[src/rtl/sweep_cmd_loader_pkg.sv]
// Shared types and constants for the sweep-instruction loader.
// Latency: n/a (types only).
// Backpressure: n/a (types only).
package sweep_pkg;

    localparam int       INSTR_W     = 80;
    localparam int       INSTR_BYTES = 10;
    localparam bit [7:0] SYNC_BYTE   = 8'hA5;

    // One sweep instruction as it sits in the FIFO, MSB first on the wire
    typedef struct packed {
        logic [31:0] init_freq;
        logic [15:0] cycles_per_step;
        logic [31:0] freq_step;
    } sweep_instr_t;

    typedef enum logic [1:0] {
        HUNT    = 2'd0,
        PAYLOAD = 2'd1,
        CHECK   = 2'd2
    } state_t;

endpackage

[src/rtl/sweep_cmd_loader_if.sv]
// Host byte link plus sweeper-side FIFO read port of the loader.
// Latency: n/a (wiring only).
// Backpressure: rx_ready from loader; fifo_rd_en from sweeper.
interface sweep_cmd_loader_if;
    import sweep_pkg::*;

    logic [7:0]   rx_data;
    logic         rx_valid;
    logic         rx_ready;
    sweep_instr_t fifo_data;
    logic         fifo_empty;
    logic         fifo_rd_en;
    logic         fifo_full;
    logic         frame_err;
    logic [15:0]  cmd_count;

    // Environment side: host byte source and sweeper reader
    modport master (
        output rx_data, rx_valid, fifo_rd_en,
        input  rx_ready, fifo_data, fifo_empty, fifo_full, frame_err, cmd_count
    );

    // Loader side
    modport slave (
        input  rx_data, rx_valid, fifo_rd_en,
        output rx_ready, fifo_data, fifo_empty, fifo_full, frame_err, cmd_count
    );

endinterface

[src/rtl/sweep_cmd_loader_fifo.sv]
// First-word-fall-through FIFO holding verified sweep instructions.
// Latency: write visible at the head one cycle after the write edge; no bypass.
// Backpressure: writes ignored while full, pops ignored while empty.
module sweep_cmd_fifo #(
    parameter int DEPTH = 4,
    parameter int W     = 80
) (
    input  logic         clk,
    input  logic         reset,
    input  logic         wr_en_i,
    input  logic [W-1:0] wr_dat_i,
    input  logic         rd_en_i,
    output logic [W-1:0] rd_dat_o,
    output logic         empty_o,
    output logic         full_o
);

    localparam int AW = $clog2(DEPTH);

    logic [W-1:0] mem_q [DEPTH];
    logic [AW:0]  wr_ptr_q, wr_ptr_d;
    logic [AW:0]  rd_ptr_q, rd_ptr_d;
    logic         empty_q, full_q;
    logic         do_wr, do_rd;

    assign do_wr = wr_en_i && !full_q;
    assign do_rd = rd_en_i && !empty_q;

    // Next pointer values; the extra MSB distinguishes full from empty
    always_comb begin
        wr_ptr_d = wr_ptr_q + {{AW{1'b0}}, do_wr};
        rd_ptr_d = rd_ptr_q + {{AW{1'b0}}, do_rd};
    end

    // Pointers and flags, flags decoded from next pointers so they are registered
    always_ff @(posedge clk or posedge reset) begin
        if (reset) begin
            wr_ptr_q <= '0;
            rd_ptr_q <= '0;
            empty_q  <= 1'b1;
            full_q   <= 1'b0;
        end else begin
            wr_ptr_q <= wr_ptr_d;
            rd_ptr_q <= rd_ptr_d;
            empty_q  <= (wr_ptr_d == rd_ptr_d);
            full_q   <= (wr_ptr_d[AW] != rd_ptr_d[AW]) &&
                        (wr_ptr_d[AW-1:0] == rd_ptr_d[AW-1:0]);
        end
    end

    // Storage array; contents are meaningless until written so no reset
    always_ff @(posedge clk) begin
        if (do_wr) begin
            mem_q[wr_ptr_q[AW-1:0]] <= wr_dat_i;
        end
    end

    assign rd_dat_o = mem_q[rd_ptr_q[AW-1:0]];
    assign empty_o  = empty_q;
    assign full_o   = full_q;

endmodule

[src/rtl/sweep_cmd_loader.sv]
// Deframes A5-synced, XOR-checked 80-bit sweep instructions into a FWFT FIFO.
// Latency: good frame visible at FIFO head 1 cycle after its checksum byte is accepted.
// Backpressure: rx_ready drops only while the checksum byte waits on a full FIFO.
// Optional: define SWEEP_CMD_TIMEOUT_EN to abandon frames after TIMEOUT_CYCLES idle cycles.
module sweep_cmd_loader
    import sweep_pkg::*;
#(
    parameter int DEPTH          = 4,
    parameter int TIMEOUT_CYCLES = 50000
) (
    input  logic                 clk,
    input  logic                 reset,
    sweep_cmd_loader_if.slave    bus
);

    if (DEPTH < 2 || (DEPTH & (DEPTH - 1)) != 0 || TIMEOUT_CYCLES < 1) begin : g_param_check
        $error("sweep_cmd_loader: DEPTH must be a power of two >= 2, TIMEOUT_CYCLES >= 1");
    end

    localparam logic [3:0] LAST_IDX = 4'(INSTR_BYTES - 1);

    state_t               state_q;
    logic [3:0]           idx_q;
    logic [INSTR_W-1:0]   shreg_q;
    logic [7:0]           csum_q;
    logic                 frame_err_q;
    logic [15:0]          cmd_count_q;

    logic                 rx_ready;
    logic                 accept;
    logic                 csum_ok;
    logic                 wr_en;
    logic                 fifo_empty;
    logic                 fifo_full;
    logic [INSTR_W-1:0]   head;

`ifdef SWEEP_CMD_TIMEOUT_EN
    localparam int TMR_W = (TIMEOUT_CYCLES > 1) ? $clog2(TIMEOUT_CYCLES) : 1;
    logic [TMR_W-1:0]     timer_q;
`endif

    // Only the checksum byte can be refused: it is the one that needs a free slot
    assign rx_ready = !(state_q == CHECK && fifo_full);
    assign accept   = bus.rx_valid && rx_ready;
    assign csum_ok  = (bus.rx_data == csum_q);
    assign wr_en    = accept && (state_q == CHECK) && csum_ok;

    // Deframer FSM with registered error pulse, command counter and idle timer
    always_ff @(posedge clk or posedge reset) begin
        if (reset) begin
            state_q     <= HUNT;
            idx_q       <= '0;
            shreg_q     <= '0;
            csum_q      <= '0;
            frame_err_q <= 1'b0;
            cmd_count_q <= '0;
`ifdef SWEEP_CMD_TIMEOUT_EN
            timer_q     <= '0;
`endif
        end else begin
            frame_err_q <= 1'b0;
            if (wr_en) begin
                cmd_count_q <= cmd_count_q + 16'd1;
            end
            case (state_q)
                HUNT: begin
                    // Non-sync bytes are consumed and dropped
                    if (accept && bus.rx_data == SYNC_BYTE) begin
                        state_q <= PAYLOAD;
                        idx_q   <= '0;
                        csum_q  <= '0;
                    end
                end
                PAYLOAD: begin
                    // A5 here is payload data, never a resync
                    if (accept) begin
                        shreg_q <= {shreg_q[INSTR_W-9:0], bus.rx_data};
                        csum_q  <= csum_q ^ bus.rx_data;
                        if (idx_q == LAST_IDX) begin
                            state_q <= CHECK;
                        end else begin
                            idx_q <= idx_q + 4'd1;
                        end
                    end
                end
                CHECK: begin
                    if (accept) begin
                        if (!csum_ok) begin
                            frame_err_q <= 1'b1;
                        end
                        state_q <= HUNT;
                    end
                end
                default: begin
                    state_q <= HUNT;
                end
            endcase
`ifdef SWEEP_CMD_TIMEOUT_EN
            // Stalled cycles count too, so a host that never frees space still times out
            if (state_q != HUNT && !accept) begin
                if (timer_q == TMR_W'(TIMEOUT_CYCLES - 1)) begin
                    state_q     <= HUNT;
                    frame_err_q <= 1'b1;
                    timer_q     <= '0;
                end else begin
                    timer_q <= timer_q + 1'b1;
                end
            end else begin
                timer_q <= '0;
            end
`endif
        end
    end

    sweep_cmd_fifo #(
        .DEPTH (DEPTH),
        .W     (INSTR_W)
    ) u_fifo (
        .clk      (clk),
        .reset    (reset),
        .wr_en_i  (wr_en),
        .wr_dat_i (shreg_q),
        .rd_en_i  (bus.fifo_rd_en),
        .rd_dat_o (head),
        .empty_o  (fifo_empty),
        .full_o   (fifo_full)
    );

    assign bus.rx_ready   = rx_ready;
    assign bus.fifo_data  = head;
    assign bus.fifo_empty = fifo_empty;
    assign bus.fifo_full  = fifo_full;
    assign bus.frame_err  = frame_err_q;
    assign bus.cmd_count  = cmd_count_q;

endmodule

[src/flat_wrapper.sv]
// flat-port wrapper written by rule: the top's interface ports become plain ports
module sweep_cmd_loader_flat import sweep_pkg::*;
#(
    parameter int DEPTH          = 4,
    parameter int TIMEOUT_CYCLES = 50000
)
  (clk, reset, bus_rx_data, bus_rx_valid, bus_fifo_rd_en, bus_rx_ready, bus_fifo_data, bus_fifo_empty, bus_fifo_full, bus_frame_err, bus_cmd_count);
  sweep_cmd_loader_if bus_i ();
  input  logic clk;
  input  logic reset;
  input wire logic [$bits(bus_i.rx_data)-1:0] bus_rx_data;
  input wire logic [$bits(bus_i.rx_valid)-1:0] bus_rx_valid;
  input wire logic [$bits(bus_i.fifo_rd_en)-1:0] bus_fifo_rd_en;
  output wire logic [$bits(bus_i.rx_ready)-1:0] bus_rx_ready;
  output wire logic [$bits(bus_i.fifo_data)-1:0] bus_fifo_data;
  output wire logic [$bits(bus_i.fifo_empty)-1:0] bus_fifo_empty;
  output wire logic [$bits(bus_i.fifo_full)-1:0] bus_fifo_full;
  output wire logic [$bits(bus_i.frame_err)-1:0] bus_frame_err;
  output wire logic [$bits(bus_i.cmd_count)-1:0] bus_cmd_count;
  assign bus_i.rx_data = bus_rx_data;
  assign bus_i.rx_valid = bus_rx_valid;
  assign bus_i.fifo_rd_en = bus_fifo_rd_en;
  assign bus_rx_ready = bus_i.rx_ready;
  assign bus_fifo_data = bus_i.fifo_data;
  assign bus_fifo_empty = bus_i.fifo_empty;
  assign bus_fifo_full = bus_i.fifo_full;
  assign bus_frame_err = bus_i.frame_err;
  assign bus_cmd_count = bus_i.cmd_count;
  sweep_cmd_loader #(.DEPTH(DEPTH), .TIMEOUT_CYCLES(TIMEOUT_CYCLES)) u_core (.clk(clk), .reset(reset), .bus(bus_i));
endmodule
[config.mk]
export PLATFORM = sky130hd
export DESIGN_NAME = sweep_cmd_loader_flat
export DESIGN_NICKNAME = d
export VERILOG_FILES = /design/src/rtl/sweep_cmd_loader_pkg.sv /design/src/rtl/sweep_cmd_loader_if.sv /design/src/rtl/sweep_cmd_loader_fifo.sv /design/src/rtl/sweep_cmd_loader.sv /design/src/flat_wrapper.sv
export SDC_FILE = /design/constraint.sdc
export NUM_CORES = 1
export LEC_CHECK = 0
export ABC_AREA = 1
export BUFFER_PORTS_ARGS = -buffer_cell sky130_fd_sc_hd__buf_2
export CAP_MARGIN = 20
export CORE_MARGIN = 2
export CORE_UTILIZATION = 35
export DETAILED_ROUTE_END_ITERATION = 8
export GPL_ROUTABILITY_DRIVEN = 0
export GPL_TIMING_DRIVEN = 0
export PLACE_DENSITY = 0.53
export SETUP_SLACK_MARGIN = 0.15
export SYNTH_ARGS = -nofsm -noshare
export SYNTH_HDL_FRONTEND = slang
export SYNTH_SLANG_ARGS = --single-unit
export TNS_END_PERCENT = 30
[constraint.sdc]
create_clock -name clk -period 8.5 [get_ports clk]
set_input_delay 2.125 -clock clk [delete_from_list [all_inputs] [get_ports clk]]
set_output_delay 2.125 -clock clk [all_outputs]
set_load 0.02 [all_outputs]
==> qor_table.md <==
| Quantity | This run | Unit |
|:---|:---|:---|
| Status | finished, final reports clean | - |
| Synth Flop Type | edfxtp_1 | - |
| Post-synth cell types | 29 | - |
| Power Dens Cells | 346 | nW/um^2 |
| Total global routing track utilization | 17.0 | % |
| Clock buffer count from CTS | 47 | - |
| Number of buffers inserted to repair setup after CTS | 0 | - |
| Share of the synthesized area in the top cell type | 56.4 | % |
| Main combinational cell family by area after synthesis | simple AND/OR/NAND/NOR gates | - |
| Placed wire-length estimate | 27.8 | mm |
| Worst slack after detailed placement | 3.73 | ns |
| Number of top-level pins | 112 | - |
| Number of warnings reported in the yosys synthesis log | 0 | - |
| Horizontal die dimension | 225 | microns |
| CTS root buf | clkbuf_16 | - |
| Syn-to-layout area delta | 19.3 | % |
| Total of hold buffers inserted after clock tree synthesis | 0 | - |
| Max Buffers Root-to-Sink | 3 | - |
| Routed Antenna Nets | 0 | - |
| Avg Vias per Cell | 4.95 | - |
| Number of sinks on the clock net | 439 | - |
| Relative slew margins | 30.7 | % |
| Standby leakage power | 0.00788 | uW |
| Sequential element share of the synthesized area | 73.9 | % |
| Number of core rows | 80 | - |
| Simple-Gate Fraction of Synth Area | 10.2 | % |
| Syn Std Cell Area | 17000 | sq um |
| Setup-failing EPs final | 0 | - |
| Post-synth net total | 1393 | - |
| Proportion of register bits with asynchronous set or reset after synthesis | 27.1 | % |
| Area of the core | 47800 | sq um |
| Most repeated cell in the gate-level netlist after synthesis | edfxtp_1 | - |
| Vertical die dimension | 225 | microns |
| Post-synthesis share of cell area spent on xor and xnor gates | 0.977 | % |
| Maximum vdd ir drop | 143 | uV |
| Unrepaired setup endpoints after global routing | false | - |
| Number of design-rule violations left by the first detailed-router iteration | 703 | - |
| Worst-Margin Slew | 1.04 | ns |
| Slew Viols, Final | 0 | - |
| Adder and majority cell fraction of the synthesized area | 0.514 | % |
| Wire length of the first global-routing pass | 65.2 | mm |
| Setup slack of the critical path after layout | 3.18 | ns |
| Port bufs | 111 | - |
| Number of max-capacitance violations reported | 0 | - |
| Clock tree skew after final layout | 0.0178 | ns |
| Global-route congestion overflow total | 0 | - |
| Cell taking the most area after synthesis | edfxtp_1 | - |
| Element type at the critical path end | output pin | - |
| Initial standard-cell utilization of the core | 35.6 | % |
| Detailed-router iteration count before antenna repair | 5 | - |
| Clock transition at path regs | 0.06 | ns |
| Proportion of synthesized area in mux cells | 0.397 | % |
| Fraction of layout cells with a size suffix above 1 | 16.0 | % |
| Via count of the first global-routing pass | 11.0k | - |
| Final min period | 5.32 | ns |
| Final Total Pwr | 7040 | uW |
| Required time of the worst setup path | 6.38 | ns |
| Count of antenna diodes in the layout | 0 | - |
| Achievable clock frequency | 0.188 | GHz |
| Kind of path behind the tightest hold check | reg -> reg | - |
| Worst skew pair latency | 0.58 | ns |
| FF/Latch Area | 12600 | sq um |
| Post-synth EDFFs | 320 | - |
| Routed via count | 11.0k | - |
| Commonest cells in the synthesized netlist | edfxtp_1 (320), nor2_1 (219), o21ai_0 (184), nand2_1 (162), dfrtp_1 (118) | - |
| Most area-consuming cells after synthesis | edfxtp_1 (56%), dfrtp_1 (17%), o21ai_0 (5.4%) | - |
| Average cell area after synthesis | 12.4 | sq um |
| Instance count of the mapped netlist | 1374 | - |
| Routed wirelength normalized by instance count | 19.1 | microns |
| Multi-input gate area | 3790 | sq um |
| Die Area | 50400 | sq um |
| Critical path fanouts, max | 10 | - |
| PostCTS Resize Cnt | 0 | - |
| TritonCTS clock tree | yes | - |
| Number of nets at the end of the flow | 1591 | - |
| Routed wire length | 42.5 | mm |
| CP Class | reg -> out | - |
| Antenna violations before repair | 0 | - |
| Filler Cell Count | 4492 | - |
| Final period util | 62.6 | % |
| Max H-tree Level | 2 | - |
| Final Hold Violating Endpoints | 0 | - |
| Flops & latches, synth | 439 | - |
| Worst endpoint data arrival time | 3.19 | ns |
| Largest net degree at the start of global routing | 68 | - |
| Fraction of the mapped netlist area in compound gates | 9.99 | % |
| DRC violations left | 0 | - |
| Sort of element at the start of the critical path | register | - |
[placed cells by master, fill, tap and decap left out, drive strengths merged]
cell and instances:
clkinv 12, nor3 4, nand3 12, inv 81
o21ai 204, dfrtp 118, clkbuf 121, bufinv 3
nor2 224, nand4 21, buf 174, xnor2 12
edfxtp 320, xor2 7, nand2 166, mux2 6
ha 7, a21oi 36, o22ai 80, dfstp 1
nand3b 1
[through the flow]
stage                     util, %  instance area, sq um   TNS, ns  cells  hold WS (ns)
after floorplan                 -                 17000   -108.48   1374         0.447
after global placement       38.4                 18400  -1784.61   2100         0.463
after detailed placement     39.3                 18800         0   2138         0.466
after CTS                    42.5                 20300         0   2225         0.476
after global routing         42.5                 20300         0   2225         0.491
final                        42.5                 20300         0   2225         0.482
[kinds of logic (layout without fill, tap and decap cells)]
family | count (synthesis) | in the layout
simple gates | 428 | 428
buf+inv | 155 | 391
xor+xnor | 19 | 19
fa+ha+maj | 7 | 7
flops | 439 | 439
mux | 6 | 6
compound gates | 320 | 320
[registers in the layout, summed over array words and instances, names as in the netlist, 2 cells and up]
name,flops
u_core.bus.cmd_count,16
u_core.csum_q,8
u_core.idx_q,4
u_core.shreg_q,80
u_core.state_q,2
u_core.u_fifo.mem_q,320
u_core.u_fifo.rd_ptr_q,3
u_core.u_fifo.wr_ptr_q,3
[layout make-up]
| class | instances | area share (%) |
|---|---|---|
| multi-input cells | 780 | 18.7 |
| plain buffers | 74 | 1.80 |
| clock buffers | 72 | 6.50 |
| flip-flops and latches | 439 | 62.0 |
| inverters | 81 | 1.53 |
| well taps | 615 | 3.79 |
| repair buffers | 149 | 4.90 |
| clock inverters | 15 | 0.850 |
[report_power, final]
group          internal, uW  total [uW]  switching [uW]
Combinational           596        2020            1430
Clock                  1160        1980             818
Sequential             2720        3030             315
Total                  4480        7040            2560
[critical path, cell delays in order, from the launching register on]
cell      delay (ns)
dfrtp_1         0.38
clkbuf_1        0.45
inv_1           0.59
clkbuf_1        0.44
o21ai_0         0.18
o22ai_1         0.34
buf_2           0.24
[metal layers]
| metal | GRT usage [%] | part of all wire [%] |
|---|---|---|
| met2 | 27.5 | 47 |
| met3 | 3.63 | 5.9 |
| met1 | 23.0 | 44 |
| met5 | 0 | 0 |
| met4 | 5.08 | 2.4 |
[path summary, 6_finish.rpt]
| path | start | end | slack, ns | cells after the start |
|---|---|---|---|---|
| worst max-delay path | u_core.u_fifo.rd_ptr_q[1] | bus_fifo_data[31] | 3.18 | 6 |
| worst min-delay path | u_core.u_fifo.wr_ptr_q[2] | u_core.u_fifo.wr_ptr_q[2] | 0.48 | 1 |
| worst max register to register | u_core.csum_q[4] | u_core.u_fifo.mem_q[3][40] | 5.69 | 9 |
| worst min register to register | u_core.u_fifo.wr_ptr_q[2] | u_core.u_fifo.wr_ptr_q[2] | 0.48 | 1 |
| max in group asynchronous | reset | u_core.shreg_q[31] | 6.18 | 3 |
| min in group asynchronous | reset | u_core.bus.cmd_count[8] | 1.60 | 2 |
Power figures use the tool's default switching activity.
